<file path="src/rtl/holy_axi_slice.sv">
// holy_axi_slice: AXI4 register slice with outstanding-transaction tracking.
//
// Every channel (AW, W, AR core->fabric; B, R fabric->core) passes through its
// own two-entry skid buffer. Each buffer has one cycle of forward latency and
// one beat per cycle of throughput. Its upstream ready comes straight from a
// flop, so no combinational path runs from a downstream ready to an upstream
// ready.
//
// rd_outst / wr_outst count reads and writes in flight. A read counts from the
// AR handshake until the R handshake with rlast. A write counts from the AW
// handshake until the B handshake. When a counter reaches MAX_OUTST, the
// matching address-channel ready is held low.
//
// Ports:
//   aclk, aresetn       clock, synchronous active-low reset
//   s_axi_*             core-side AXI slave port
//   m_axi_*             fabric-side AXI master port
//   rd_outst, wr_outst  reads / writes in flight
//
// Optional build macro HOLY_AXI_SLICE_STATS_EN adds three outputs:
//   rd_beats, wr_beats  fabric-side R / W handshake counters (wrap at 2^32)
//   max_rd_outst        high-watermark of rd_outst

module holy_axi_slice_skid #(
    parameter int W = 8
) (
    input  logic         aclk,
    input  logic         aresetn,
    input  logic         in_valid,
    output logic         in_ready,
    input  logic [W-1:0] in_data,
    output logic         out_valid,
    input  logic         out_ready,
    output logic [W-1:0] out_data
);
    logic         main_valid;
    logic         skid_valid;
    logic [W-1:0] main_data;
    logic [W-1:0] skid_data;
    logic         in_hs;
    logic         out_hs;

    assign in_hs     = in_valid && in_ready;
    assign out_hs    = main_valid && out_ready;
    assign out_valid = main_valid;
    assign out_data  = main_data;

    // Payload registers are deliberately left out of reset.
    always_ff @(posedge aclk) begin
        if (!aresetn) begin
            main_valid <= 1'b0;
            skid_valid <= 1'b0;
            in_ready   <= 1'b0;
        end else begin
            if (!main_valid || out_hs) begin
                // Main is free this cycle. The skid entry is older than
                // anything new, so it moves up first. While skid is full,
                // in_ready is low, so no new beat can arrive in that case.
                if (skid_valid) begin
                    main_valid <= 1'b1;
                    main_data  <= skid_data;
                    skid_valid <= 1'b0;
                end else begin
                    main_valid <= in_hs;
                    if (in_hs) begin
                        main_data <= in_data;
                    end
                end
                in_ready <= 1'b1;
            end else if (in_hs) begin
                skid_valid <= 1'b1;
                skid_data  <= in_data;
                in_ready   <= 1'b0;
            end else begin
                in_ready <= !skid_valid;
            end
        end
    end
endmodule

module holy_axi_slice #(
    parameter int ADDR_W    = 32,
    parameter int DATA_W    = 32,
    parameter int ID_W      = 4,
    parameter int MAX_OUTST = 8
) (
    input  logic                      aclk,
    input  logic                      aresetn,

    input  logic [ID_W-1:0]           s_axi_awid,
    input  logic [ADDR_W-1:0]         s_axi_awaddr,
    input  logic [7:0]                s_axi_awlen,
    input  logic [2:0]                s_axi_awsize,
    input  logic [1:0]                s_axi_awburst,
    input  logic                      s_axi_awvalid,
    output logic                      s_axi_awready,
    input  logic [DATA_W-1:0]         s_axi_wdata,
    input  logic [DATA_W/8-1:0]       s_axi_wstrb,
    input  logic                      s_axi_wlast,
    input  logic                      s_axi_wvalid,
    output logic                      s_axi_wready,
    output logic [ID_W-1:0]           s_axi_bid,
    output logic [1:0]                s_axi_bresp,
    output logic                      s_axi_bvalid,
    input  logic                      s_axi_bready,
    input  logic [ID_W-1:0]           s_axi_arid,
    input  logic [ADDR_W-1:0]         s_axi_araddr,
    input  logic [7:0]                s_axi_arlen,
    input  logic [2:0]                s_axi_arsize,
    input  logic [1:0]                s_axi_arburst,
    input  logic                      s_axi_arvalid,
    output logic                      s_axi_arready,
    output logic [ID_W-1:0]           s_axi_rid,
    output logic [DATA_W-1:0]         s_axi_rdata,
    output logic [1:0]                s_axi_rresp,
    output logic                      s_axi_rlast,
    output logic                      s_axi_rvalid,
    input  logic                      s_axi_rready,

    output logic [ID_W-1:0]           m_axi_awid,
    output logic [ADDR_W-1:0]         m_axi_awaddr,
    output logic [7:0]                m_axi_awlen,
    output logic [2:0]                m_axi_awsize,
    output logic [1:0]                m_axi_awburst,
    output logic                      m_axi_awvalid,
    input  logic                      m_axi_awready,
    output logic [DATA_W-1:0]         m_axi_wdata,
    output logic [DATA_W/8-1:0]       m_axi_wstrb,
    output logic                      m_axi_wlast,
    output logic                      m_axi_wvalid,
    input  logic                      m_axi_wready,
    input  logic [ID_W-1:0]           m_axi_bid,
    input  logic [1:0]                m_axi_bresp,
    input  logic                      m_axi_bvalid,
    output logic                      m_axi_bready,
    output logic [ID_W-1:0]           m_axi_arid,
    output logic [ADDR_W-1:0]         m_axi_araddr,
    output logic [7:0]                m_axi_arlen,
    output logic [2:0]                m_axi_arsize,
    output logic [1:0]                m_axi_arburst,
    output logic                      m_axi_arvalid,
    input  logic                      m_axi_arready,
    input  logic [ID_W-1:0]           m_axi_rid,
    input  logic [DATA_W-1:0]         m_axi_rdata,
    input  logic [1:0]                m_axi_rresp,
    input  logic                      m_axi_rlast,
    input  logic                      m_axi_rvalid,
    output logic                      m_axi_rready,

    output logic [$clog2(MAX_OUTST):0] rd_outst,
`ifdef HOLY_AXI_SLICE_STATS_EN
    output logic [31:0]               rd_beats,
    output logic [31:0]               wr_beats,
    output logic [$clog2(MAX_OUTST):0] max_rd_outst,
`endif
    output logic [$clog2(MAX_OUTST):0] wr_outst
);
    localparam int CW = $clog2(MAX_OUTST) + 1;
    localparam int AX_W = ID_W + ADDR_W + 13;
    localparam int W_W  = DATA_W + DATA_W/8 + 1;
    localparam int B_W  = ID_W + 2;
    localparam int R_W  = ID_W + DATA_W + 3;
    localparam logic [CW-1:0] OUTST_FULL = CW'(MAX_OUTST);
    localparam logic [CW-1:0] ONE        = CW'(1);

    logic          aw_skid_ready;
    logic          ar_skid_ready;
    logic          wr_full;
    logic          rd_full;
    logic          ar_hs;
    logic          r_done;
    logic          aw_hs;
    logic          b_done;
    logic [CW-1:0] rd_outst_nxt;
    logic [CW-1:0] wr_outst_nxt;

    assign wr_full = (wr_outst == OUTST_FULL);
    assign rd_full = (rd_outst == OUTST_FULL);

    // Limit gating sits after the skid ready. The same term masks the valid
    // going into the buffer, so the buffer only sees beats that really
    // handshake on the core side.
    assign s_axi_awready = aw_skid_ready && !wr_full;
    assign s_axi_arready = ar_skid_ready && !rd_full;

    holy_axi_slice_skid #(.W(AX_W)) u_aw (
        .aclk      (aclk),
        .aresetn   (aresetn),
        .in_valid  (s_axi_awvalid && !wr_full),
        .in_ready  (aw_skid_ready),
        .in_data   ({s_axi_awid, s_axi_awaddr, s_axi_awlen, s_axi_awsize, s_axi_awburst}),
        .out_valid (m_axi_awvalid),
        .out_ready (m_axi_awready),
        .out_data  ({m_axi_awid, m_axi_awaddr, m_axi_awlen, m_axi_awsize, m_axi_awburst})
    );

    holy_axi_slice_skid #(.W(W_W)) u_w (
        .aclk      (aclk),
        .aresetn   (aresetn),
        .in_valid  (s_axi_wvalid),
        .in_ready  (s_axi_wready),
        .in_data   ({s_axi_wdata, s_axi_wstrb, s_axi_wlast}),
        .out_valid (m_axi_wvalid),
        .out_ready (m_axi_wready),
        .out_data  ({m_axi_wdata, m_axi_wstrb, m_axi_wlast})
    );

    holy_axi_slice_skid #(.W(B_W)) u_b (
        .aclk      (aclk),
        .aresetn   (aresetn),
        .in_valid  (m_axi_bvalid),
        .in_ready  (m_axi_bready),
        .in_data   ({m_axi_bid, m_axi_bresp}),
        .out_valid (s_axi_bvalid),
        .out_ready (s_axi_bready),
        .out_data  ({s_axi_bid, s_axi_bresp})
    );

    holy_axi_slice_skid #(.W(AX_W)) u_ar (
        .aclk      (aclk),
        .aresetn   (aresetn),
        .in_valid  (s_axi_arvalid && !rd_full),
        .in_ready  (ar_skid_ready),
        .in_data   ({s_axi_arid, s_axi_araddr, s_axi_arlen, s_axi_arsize, s_axi_arburst}),
        .out_valid (m_axi_arvalid),
        .out_ready (m_axi_arready),
        .out_data  ({m_axi_arid, m_axi_araddr, m_axi_arlen, m_axi_arsize, m_axi_arburst})
    );

    holy_axi_slice_skid #(.W(R_W)) u_r (
        .aclk      (aclk),
        .aresetn   (aresetn),
        .in_valid  (m_axi_rvalid),
        .in_ready  (m_axi_rready),
        .in_data   ({m_axi_rid, m_axi_rdata, m_axi_rresp, m_axi_rlast}),
        .out_valid (s_axi_rvalid),
        .out_ready (s_axi_rready),
        .out_data  ({s_axi_rid, s_axi_rdata, s_axi_rresp, s_axi_rlast})
    );

    assign aw_hs  = s_axi_awvalid && s_axi_awready;
    assign b_done = s_axi_bvalid && s_axi_bready;
    assign ar_hs  = s_axi_arvalid && s_axi_arready;
    assign r_done = s_axi_rvalid && s_axi_rready && s_axi_rlast;

    // A simultaneous increment and decrement holds the count. A decrement at
    // zero comes from a protocol error upstream; the counter stays at zero
    // instead of wrapping.
    always_comb begin
        rd_outst_nxt = rd_outst;
        if (ar_hs && !r_done) begin
            rd_outst_nxt = rd_outst + ONE;
        end else if (r_done && !ar_hs && rd_outst != '0) begin
            rd_outst_nxt = rd_outst - ONE;
        end

        wr_outst_nxt = wr_outst;
        if (aw_hs && !b_done) begin
            wr_outst_nxt = wr_outst + ONE;
        end else if (b_done && !aw_hs && wr_outst != '0) begin
            wr_outst_nxt = wr_outst - ONE;
        end
    end

    always_ff @(posedge aclk) begin
        if (!aresetn) begin
            rd_outst <= '0;
            wr_outst <= '0;
        end else begin
            rd_outst <= rd_outst_nxt;
            wr_outst <= wr_outst_nxt;
        end
    end

`ifdef HOLY_AXI_SLICE_STATS_EN
    // The watermark follows the next count, so it never lags rd_outst.
    always_ff @(posedge aclk) begin
        if (!aresetn) begin
            rd_beats     <= '0;
            wr_beats     <= '0;
            max_rd_outst <= '0;
        end else begin
            if (m_axi_rvalid && m_axi_rready) begin
                rd_beats <= rd_beats + 32'd1;
            end
            if (m_axi_wvalid && m_axi_wready) begin
                wr_beats <= wr_beats + 32'd1;
            end
            if (rd_outst_nxt > max_rd_outst) begin
                max_rd_outst <= rd_outst_nxt;
            end
        end
    end
`else
    // Statistics counters are not built in this configuration.
`endif

endmodule

</file>
<file path="config.mk">
export PLATFORM = sky130hd
export DESIGN_NAME = holy_axi_slice
export DESIGN_NICKNAME = d
export VERILOG_FILES = /design/src/rtl/holy_axi_slice.sv
export SDC_FILE = /design/constraint.sdc
export NUM_CORES = 1
export LEC_CHECK = 0
export ABC_AREA = 1
export CAP_MARGIN = 20
export CORE_AREA = 2 2 172 174
export CTS_BUF_LIST = sky130_fd_sc_hd__clkbuf_8
export DETAILED_ROUTE_END_ITERATION = 6
export DIE_AREA = 0 0 174 176
export HOLD_SLACK_MARGIN = 0.05
export PLACE_DENSITY = 0.82
export RECOVER_POWER = 50
export SLEW_MARGIN = 40
export SYNTH_ARGS = -nofsm -noshare
export SYNTH_HDL_FRONTEND = slang
export SYNTH_SLANG_ARGS = --single-unit
</file>
<file path="constraint.sdc">
create_clock -name aclk -period 9.6 [get_ports aclk]
set_clock_uncertainty 0.2 [all_clocks]
set_input_delay 1.92 -clock aclk [delete_from_list [all_inputs] [get_ports aclk]]
set_output_delay 1.92 -clock aclk [all_outputs]
set_load 0.005 [all_outputs]
</file>
==> run summary, run 1 <==
peak per-stage delay on the critical path = 1400 ps
crit-path cells = dlygate4sd3_1 -> clkbuf_1 -> nand2_1 -> nor2_1 -> buf_16
final setup violating endpoints = 0
Max Root-Sink Buffers = 3
Mean Syn Cell Area = 12.8 um^2
Distinct cells, synth = 24
clk_lat worst skew = 570 ps
yosys warns = 0
RSZ-0062 raised after global routing = false
HPWL Detailed = 23.7 mm
final wirelength = 35.1 mm
Crit. End Element = flip-flop
mapped cell area = 14200 um^2
grt total ovfl = 0
wire per inst = 17.9 um
Total Routing Usage GR = 0.223
main combinational cell family by area after synthesis = simple AND/OR/NAND/NOR gates
failing checks = max-capacitance violations, max-slew violations
Primary FF master, synth = edfxtp_1
post-synth top area share = 0.763
Post-Synth Adder-Cell Area = 0.00636
Post-DRT Antenna Nets = 0
logic gate share of total power = 0.079
actual slew at the worst max-slew pin = 1830 ps
most common cell in the netlist = nand2_1
Die X = 174 um
I/O pin cnt = 390
Die Y = 176 um
Mapped Cells = 1104
PD cells = 170 nW/um^2
Place WS = 5470 ps
Final TNS setup = 0 ps
cell taking the most area after synthesis = edfxtp_1
initial antenna violation count = 13
maximum clock frequency = 198 MHz
Int Power = 2.60 mW
DR vias = 9796
Crit path max-delay family = simple AND/OR/NAND/NOR gates
xor/xnor share of the synthesized area = 0.00124
CP arrival = 5130 ps
Net Switching = 0.733 mW
Crit Path Max Fanout = 20
worst path bufs/invs = 3
Clock transition at path regs = 60 ps
max-cap viol count = 2
mux cell area share after synthesis = 0
Worst Slack Setup Final = 4540 ps
via/cell ratio = 4.99
proportion of power drawn by flip-flops and latches = 0.568
number of detailed-routing iterations run before antenna repair = 5
hold_buf cts = 0
worst hold path type = flip-flop to flip-flop
Final Wtd Congestion = 0.845
Die ar. = 30600 um^2
global-route wire length before repair = 53.0 mm
share of layout cells above drive strength 1 = 0.0618
Post-synth top cells = 579 x nand2_1, 360 x edfxtp_1, 34 x nor2_1
CTS root buf = clkbuf_8
P_leak = 7.58 nW
Tcrit/Tclk final = 0.527
fraction of registers with async set/reset = 0
critical path data required time = 9670 ps
Core ar. = 28500 um^2
syn_nets = 1302
H-tree Lvls = 2
DRC = 0
flops & latches, synth = 383
Port Buffers = 389
startpoint types = primary input
Max IR drop VDD = 0.134 mV
max-slew violations = 37
CTS tree = built
starting density of the core = 0.496
Nets = 1724
sequential fraction of the synthesis area = 0.795
Slew HR = -0.225
Final Cell Area = 19600 um^2
Resized cells post-CTS = 0
FP Rows = 62
Switching Share = 0.220
Post-Synth Simple-Gate Area = 0.171
number of fill cells in the layout = 1946
Clk pwr share = 0.352
number of synthesized flops with an enable pin = 360
CTS sink cnt = 383
Post-DP Area = 18600 um^2
highest-delay cell along the critical path = nor2_1
area grow syn2layout = 38.2%
top cells by area, synth = edfxtp_1 76%, nand2_1 15%, dfxtp_1 3.2%, nor2_1 0.90%, buf_2 0.60%
First DRT Iteration DRCs = 815
vias in the first global route = 9945
outcome = finished with violations
post-synthesis compound-gate area fraction = 0.00715
Hold Vio Cnt, Final = 0
setup bufs post-CTS = 0
TritonCTS Buffers = 56
Final min period = 5060 ps
pin count of the biggest net entering global routing = 52
critical path type = primary input to flip-flop
cells by family (layout without fill, tap and decap cells):
group / Yosys count / in the layout
flops: 383 / 383
fa+ha+maj: 6 / 6
xor+xnor: 2 / 2
simple gates: 632 / 632
buf+inv: 62 / 527
compound gates: 19 / 19
other cells: 0 / 11
per-layer routing:
metal | share of wire | routed length, um | track usage
met5 | 0.0011 | 40 | 0
met4 | 0.038 | 1330 | 0.0942
met3 | 0.10 | 3680 | 0.0820
met2 | 0.50 | 17500 | 0.384
met1 | 0.36 | 12600 | 0.253
final timing paths:
| path | from | endpoint | slack, ps | depth (start not counted) |
|---|---|---|---|---|
| max reg2reg | u_w.skid_valid | u_w.out_data[18] | 6460 | 7 |
| min reg2reg | u_w.skid_data[5] | u_w.out_data[5] | 310 | 2 |
| max | aresetn | u_r.skid_data[9] | 4540 | 5 |
| min | u_w.skid_data[5] | u_w.out_data[5] | 310 | 2 |
state kept, by name (all words and copies together) (netlist names), 37 cells and up:
register        count
u_ar.out_data      49
u_ar.skid_data     49
u_aw.out_data      49
u_aw.skid_data     49
u_r.out_data       39
u_r.skid_data      39
u_w.out_data       37
u_w.skid_data      37
power by group through the flow:
| stage | logic (mW) | registers (mW) | clock network (mW) |
|---|---|---|---|
| global placement | 0.269 | 1.93 | 0 |
| detailed placement | 0.282 | 1.93 | 0 |
| CTS | 0.285 | 1.89 | 1.19 |
| floorplan | 0.0855 | 1.93 | 0 |
| global route | 0.290 | 1.90 | 1.27 |
| finish | 0.265 | 1.89 | 1.17 |
stage by stage:
stage	util	cells	power, mW	hold WS, ps
after global placement	0.648	1847	2.20	299
final	0.686	1964	3.33	313
after detailed placement	0.652	1852	2.21	300
after CTS	0.687	1953	3.37	312
after global routing	0.686	1962	3.45	329
after floorplan	-	1104	2.02	294
cell type report:
cell class                      count  area, um^2  share of cell area
Clock buffer                       58         798              0.0408
Timing Repair Buffer              404        4060               0.207
Tap cell                          384         480              0.0245
Inverter                           22        85.1             0.00435
Antenna cell                       11        27.5             0.00141
Clock inverter                     43         203              0.0104
Sequential cell                   383       11300               0.576
Multi-Input combinational cell    659        2660               0.136
cell usage in the layout (no fill, tap or decap), types with 2 or more instances in the layout:
| cell type | netlist | final |
|---|---|---|
| a21oi_1 | 14 | 14 |
| buf_16 | 0 | 3 |
| buf_4 | 0 | 9 |
| clkbuf_1 | 21 | 3 |
| clkbuf_8 | 0 | 58 |
| clkdlybuf4s50_1 | 0 | 208 |
| clkinv_1 | 0 | 10 |
| clkinv_2 | 0 | 7 |
| dfxtp_1 | 23 | 22 |
| diode_2 | 0 | 11 |
| dlygate4sd3_1 | 0 | 181 |
| edfxtp_1 | 360 | 360 |
| fa_1 | 2 | 2 |
| ha_1 | 4 | 4 |
| inv_1 | 18 | 43 |
| inv_2 | 4 | 2 |
| nand2_1 | 579 | 579 |
| nand2_2 | 4 | 4 |
| nand3_1 | 7 | 8 |
| nand3_2 | 3 | 2 |
| nand4_1 | 1 | 2 |
| nor2_1 | 34 | 30 |
| nor2_2 | 3 | 3 |
| nor2_4 | 0 | 4 |
| o21ai_0 | 1 | 3 |
| xnor2_1 | 2 | 2 |
worst reg2reg max path, delay by kind of cell (launching register included):
family	cells	cell delay, ps
buffers and inverters	4	950
flip-flops	1	310
AND/OR/NAND/NOR	3	1370
Note: power is estimated with default switching activity, not from simulation.
==> inputs of run 2 (changes only) <==
--- a/config.mk
+++ b/config.mk
@@ -7,12 +7,12 @@
 export LEC_CHECK = 0
 export ABC_AREA = 1
 export CAP_MARGIN = 20
-export CORE_AREA = 2 2 172 174
+export CORE_AREA = 2 2 181 183
 export CTS_BUF_LIST = sky130_fd_sc_hd__clkbuf_8
 export DETAILED_ROUTE_END_ITERATION = 6
-export DIE_AREA = 0 0 174 176
+export DIE_AREA = 0 0 183 185
 export HOLD_SLACK_MARGIN = 0.05
-export PLACE_DENSITY = 0.82
+export PLACE_DENSITY = 0.78
 export RECOVER_POWER = 50
 export SLEW_MARGIN = 40
 export SYNTH_ARGS = -nofsm -noshare
==> constraint.sdc (replaced) <==
create_clock -name aclk -period 4.4 [get_ports aclk]
set_clock_uncertainty 0.2 [all_clocks]
set_input_delay 0.88 -clock aclk [delete_from_list [all_inputs] [get_ports aclk]]
set_output_delay 0.88 -clock aclk [all_outputs]
set_load 0.005 [all_outputs]
==> run 2 against run 1 <==
The run still ends with max-capacitance violations, max-slew violations left. Core utilization down 7.2 points. Critical path depth unchanged. Global-route usage down 3.5 points. Design area up 0.38%. Hold slack worse by 6.7 ps. Sequential power up 120%. Sequential share of layout area down 0.22 points. Highest routed layer unchanged. Clock-buffer cell count up 7. Critical path type unchanged. First-iteration DRC count down 25%. Sequential cell count unchanged. Via count down 4.0%.
==> run summary, run 2 (synthesis results as in run 1) <==
Crit. End Element = flip-flop
outcome = finished with violations
critical path type = primary input to flip-flop
HP Start = u_r.skid_data[19]
max-cap viol count = 5 (+3)
GR Util met3 = 0.0610 (-0.0211)
wire per inst = 16.4 um (-8.1%)
Nets = 1727 (+0.17%)
P_leak = 7.60 nW (+0.31%)
startpoint types = primary input
hold_buf cts = 0 (unchanged)
number of detailed-routing iterations run before antenna repair = 5 (unchanged)
Final Cell Area = 19700 um^2 (+0.38%)
Die Y = 185 um (+5.1%)
DRC = 0 (unchanged)
Port Buffers = 389 (unchanged)
Worst R2R Start = u_r.skid_valid
grt total ovfl = 0 (unchanged)
fin util = 0.613 (-0.0724)
HPWL Detailed = 22.3 mm (-5.9%)
FP Rows = 66 (+6.5%)
Die X = 183 um (+5.2%)
H-tree Lvls = 2 (unchanged)
number of fill cells in the layout = 2433 (+25%)
busiest grt layer = met2
Total Routing Usage GR = 0.188 (-0.0351)
Post-DP Area = 18600 um^2 (-0.38%)
Clock transition at path regs = 70 ps (about the same)
hold path depth = 2 (unchanged)
Resized cells post-CTS = 0 (unchanged)
Hold Vio Cnt, Final = 0 (unchanged)
Crit Path Max Fanout = 39 (+95%)
final wirelength = 32.7 mm (-6.8%)
Die ar. = 33900 um^2 (+11%)
pin count of the biggest net entering global routing = 52 (unchanged)
CTS sink cnt = 383 (unchanged)
PD cells = 381 nW/um^2 (+120%)
most common cell after layout, fill and taps aside = nand2_1
max-slew violations = 198 (+440%)
TritonCTS Buffers = 61 (+8.9%)
Final min period = 3560 ps
final std cells w/o fill = 1992 (+1.4%)
share of layout cells above drive strength 1 = 0.0665 (+0.00467)
failing checks = max-capacitance violations, max-slew violations
RSZ-0062 raised after global routing = false
R2R Setup Slk = 1040 ps (-5420 ps)
CP arrival = 3550 ps (-1580 ps)
met2 GRT Util = 0.319 (-0.0647)
vias in the first global route = 9482 (-4.7%)
area grow syn2layout = 38.7%
Hold WS = 306 ps (-6.68 ps)
worst hold path type = flip-flop to flip-flop
Storage cell area = 11300 um^2 (unchanged)
Hold EP = u_r.out_data[19]
initial antenna violation count = 9 (-4)
DR vias = 9405 (-4.0%)
Final Wtd Congestion = 0.839 (-0.78%)
final setup violating endpoints = 0 (unchanged)
global-route wire length before repair = 49.5 mm (-6.7%)
Post-DRT Antenna Nets = 0 (unchanged)
Placed Cells = 1874 (+1.2%)
Worst Reg-to-Reg Cells = 5 (-2)
Final TNS setup = 0 ps (unchanged)
First DRT Iteration DRCs = 610 (-25%)
actual slew at the worst max-slew pin = 2090 ps (+264 ps)
Max IR drop VDD = 0.251 mV (+88%)
via/cell ratio = 4.72 (-5.3%)
CTS root buf = clkbuf_8
CTS tree = built
setup bufs post-CTS = 0 (unchanged)
met1 Resource Use GR = 0.221 (-0.0312)
Max Root-Sink Buffers = 3 (unchanged)
maximum clock frequency = 281 MHz
FF-to-FF End = u_r.out_data[3]
Slew HR = -0.396 (-0.172)
multi-input logic area = 2680 um^2 (+0.94%)
starting density of the core = 0.442 (-0.0541)
critical path data required time = 4390 ps (-5280 ps)
most frequent cells in the layout = 581 x nand2_1, 360 x edfxtp_1, 206 x clkdlybuf4s50_1
clk_lat worst skew = 610 ps (+40 ps)
Tcrit/Tclk final = 0.808
Core ar. = 32000 um^2 (+12%)
I/O pin cnt = 390 (unchanged)
run 2: cell type report:
cell class / count / area share
timing repair buffer: 402 / 0.202
clock buffer: 65 / 0.0455
inverter: 22 / 0.00433
antenna: 5 / 0.000637
multi-input combinational: 659 / 0.136
clock inverter: 48 / 0.0117
tap: 408 / 0.0260
sequential: 383 / 0.574
run 2: power by group:
group	total [mW]	internal, mW	switching (mW)
logic	0.572	0.306	0.267
clock network	2.77	1.42	1.35
registers	4.13	4.09	0.0429
run 2: critical path, stage by stage:
cell and delay [ps]:
dlygate4sd3_1 560, nor2_1 270, nand2_1 190, nor2_4 130
clkbuf_1 1510
run 2: metal layers:
layer / part of all wire / wire, um
met1: 0.39 / 12700
met2: 0.48 / 15700
met3: 0.096 / 3120
met4: 0.034 / 1110
met5: 0.0012 / 38
run 2: stage by stage:
stage	power, mW	setup WS (ps)
after global placement	4.80	938
after floorplan	4.40	445
after detailed placement	4.82	1330
after global routing	7.79	632
after CTS	7.60	1260
final	7.48	844
run 2: worst max-delay path by stage:
| stage | from | to | slack (ps) | cells after the start |
|---|---|---|---|---|
| 3_3_place_gp | aresetn | u_aw.skid_data[40] | 940 | 4 |
| 4_1_cts | wr_outst[1] | s_axi_awready | 1260 | 3 |
| 3_5_place_dp | s_axi_awvalid | u_aw.out_data[47] | 1330 | 6 |
| 6_report | s_axi_rready | u_r.skid_data[8] | 840 | 5 |
| 5_1_grt | s_axi_rready | u_r.skid_data[0] | 630 | 5 |
| 2_1_floorplan | aresetn | u_ar.out_data[0] | 440 | 4 |
==> inputs of run 3 (changes only) <==
--- a/config.mk
+++ b/config.mk
@@ -7,12 +7,12 @@
 export LEC_CHECK = 0
 export ABC_AREA = 1
 export CAP_MARGIN = 20
-export CORE_AREA = 2 2 181 183
+export CORE_AREA = 2 2 172 174
 export CTS_BUF_LIST = sky130_fd_sc_hd__clkbuf_8
 export DETAILED_ROUTE_END_ITERATION = 6
-export DIE_AREA = 0 0 183 185
+export DIE_AREA = 0 0 174 176
 export HOLD_SLACK_MARGIN = 0.05
-export PLACE_DENSITY = 0.78
+export PLACE_DENSITY = 0.82
 export RECOVER_POWER = 50
 export SLEW_MARGIN = 40
 export SYNTH_ARGS = -nofsm -noshare
==> constraint.sdc (replaced) <==
create_clock -name aclk -period 3.37 [get_ports aclk]
set_clock_uncertainty 0.2 [all_clocks]
set_input_delay 0.674 -clock aclk [delete_from_list [all_inputs] [get_ports aclk]]
set_output_delay 0.674 -clock aclk [all_outputs]
set_load 0.005 [all_outputs]
==> run 3 against run 2 <==
The flow finishes with violations (design-rule violations, max-capacitance violations, max-slew violations). Register-to-register slack worse by 440 ps. Combinational power is 31% higher. Sequential share of layout area is 0.34 points higher. Clock power is 18% higher. Critical endpoint is now s_axi_awready.
==> run summary, run 3 (synthesis results as in run 1) <==
outcome = finished with violations
failing checks = design-rule violations, max-capacitance violations, max-slew violations
Clock transition at path regs = 60 ps (about the same)
hold_buf cts = 0 (unchanged)
Max IR drop VDD = 0.360 mV (+43%)
PD cells = 481 nW/um^2 (+26%)
final wirelength = 35.0 mm (+7.0%)
actual slew at the worst max-slew pin = 2300 ps (+210 ps)
Hold Vio Cnt, Final = 0 (unchanged)
clk_lat worst skew = 570 ps (-40 ps)
Max Root-Sink Buffers = 3 (unchanged)
wire per inst = 17.8 um (+8.7%)
Final TNS setup = 0 ps (unchanged)
R2R Setup Slk = 600 ps (-440 ps)
most frequent cells in the layout = 580 x nand2_1, 360 x edfxtp_1, 239 x dlygate4sd3_1
Worst Reg-to-Reg Cells = 4 (-1)
fin util = 0.684 (+0.0709)
Port Buffers = 389 (unchanged)
H-tree Lvls = 2 (unchanged)
met3 WL = 3.24 mm (+3.8%)
Hold EP = u_w.out_data[35]
First DRT Iteration DRCs = 875 (+43%)
Tcrit/Tclk final = 0.866
Crit Path Max Fanout = 5 (-87%)
share of layout cells above drive strength 1 = 0.0606 (-0.00591)
Worst R2R Start = u_aw.skid_valid
I/O pin cnt = 390 (unchanged)
P_leak = 7.57 nW (-0.48%)
grt total ovfl = 0 (unchanged)
Crit. End Element = output pin
Final Wtd Congestion = 0.823 (-1.8%)
RSZ-0062 raised after global routing = false
CTS sink cnt = 383 (unchanged)
initial antenna violation count = 10 (+1)
setup bufs post-CTS = 0 (unchanged)
FF-to-FF End = u_aw.out_data[24]
Die Y = 176 um (-4.9%)
CTS tree = built
critical path type = flip-flop to output pin
WL met2 = 17.8 mm (+13%)
Nets = 1727 (unchanged)
Hold WS = 311 ps (+4.13 ps)
Total Routing Usage GR = 0.222 (+0.0342)
pin count of the biggest net entering global routing = 51 (-1.9%)
Resized cells post-CTS = 0 (unchanged)
crit-path cells = nor2_2 -> a21oi_1 -> clkdlybuf4s50_1
global-route wire length before repair = 52.8 mm (+6.6%)
DRC = 1 (+1)
startpoint types = flip-flop
area grow syn2layout = 37.9%
Crit path max-delay family = buffers and inverters
post-route total power = 9.40 mW (+26%)
DR vias = 9744 (+3.6%)
max-cap viol count = 3 (-2)
number of detailed-routing iterations run before antenna repair = 7 (+2)
highest metal used = met5
vias in the first global route = 9858 (+4.0%)
final setup violating endpoints = 0 (unchanged)
starting density of the core = 0.496 (+0.0541)
Slew HR = -0.536 (-0.140)
Die ar. = 30600 um^2 (-9.5%)
FP Rows = 62 (-6.1%)
via/cell ratio = 4.97 (+5.2%)
critical path data required time = 2500 ps (-1890 ps)
maximum clock frequency = 343 MHz
Final min period = 2920 ps
Core ar. = 28500 um^2 (-11%)
max-slew violations = 130 (-34%)
HP Start = u_w.skid_data[35]
most common cell after layout, fill and taps aside = nand2_1
met1 WL = 12.8 mm (+0.55%)
HPWL Detailed = 24.0 mm (+7.3%)
hold path depth = 2 (unchanged)
worst path bufs/invs = 1 (-1)
Post-DRT Antenna Nets = 0 (unchanged)
highest-delay cell along the critical path = clkdlybuf4s50_1
worst hold path type = flip-flop to flip-flop
TritonCTS Buffers = 57 (-6.6%)
Die X = 174 um (-4.9%)
peak per-stage delay on the critical path = 640 ps (-870 ps)
CTS root buf = clkbuf_8
CP arrival = 2040 ps (-1510 ps)
## run 3: changes by cell type in the layout (fill, tap and decap cells not counted), sizes merged
cell	delta
diode	+4
inv	-2
dlygate4sd3	+57
bufinv	-1
clkdlybuf4s50	-56
clkinvlp	-2
clkinv	-3
clkbuf	-6
buf	+2
## run 3: power by group
| group | switching, mW | total [mW] | internal (mW) |
|---|---|---|---|
| clock network | 1.67 | 3.26 | 1.59 |
| logic | 0.357 | 0.750 | 0.393 |
| registers | 0.0536 | 5.39 | 5.34 |
## run 3: worst register-to-register path: stages, from the launching register on
cell and delay, ps:
dfxtp_1 310, clkinv_1 50, clkbuf_1 1630, nand2_1 210
nand2_1 210
## run 3: final cells by class
| cell class | count | area (um^2) |
|---|---|---|
| Sequential cell | 383 | 11300 |
| Fill cell | 1953 | 9010 |
| Timing Repair Buffer | 406 | 4040 |
| Multi-Input combinational cell | 659 | 2670 |
| Clock buffer | 58 | 798 |
| Tap cell | 384 | 480 |
| Clock inverter | 40 | 168 |
| Inverter | 22 | 82.6 |
| Antenna cell | 9 | 22.5 |
## run 3: how the worst max path moves through the flow
| stage | startpoint | end | slack [ps] | cells past startpoint |
|---|---|---|---|---|
| 6_report | wr_outst[0] | s_axi_awready | 450 | 3 |
| 5_1_grt | wr_outst[0] | s_axi_awready | 300 | 3 |
| 4_1_cts | wr_outst[0] | s_axi_awready | 460 | 3 |
| 3_5_place_dp | aresetn | u_aw.skid_data[8] | 280 | 4 |
| 3_3_place_gp | aresetn | u_aw.skid_data[23] | 340 | 4 |
| 2_1_floorplan | aresetn | u_r.out_data[0] | 50 | 4 |
## run 3: metal layers
metal	vias up	global-route usage
met5	-	0
met4	6	0.0886
met1	4578	0.263
met2	506	0.386
met3	83	0.0648
li1	4571	-
## run 3: stage by stage
stage                     std cells  setup WS, ps  area [um^2]
after detailed placement       1854           277        18600
after floorplan                1104          54.8        14200
after global placement         1854           337        18600
after global routing           1958           301        19500
final                          1961           452        19500
after CTS                      1952           461        19600
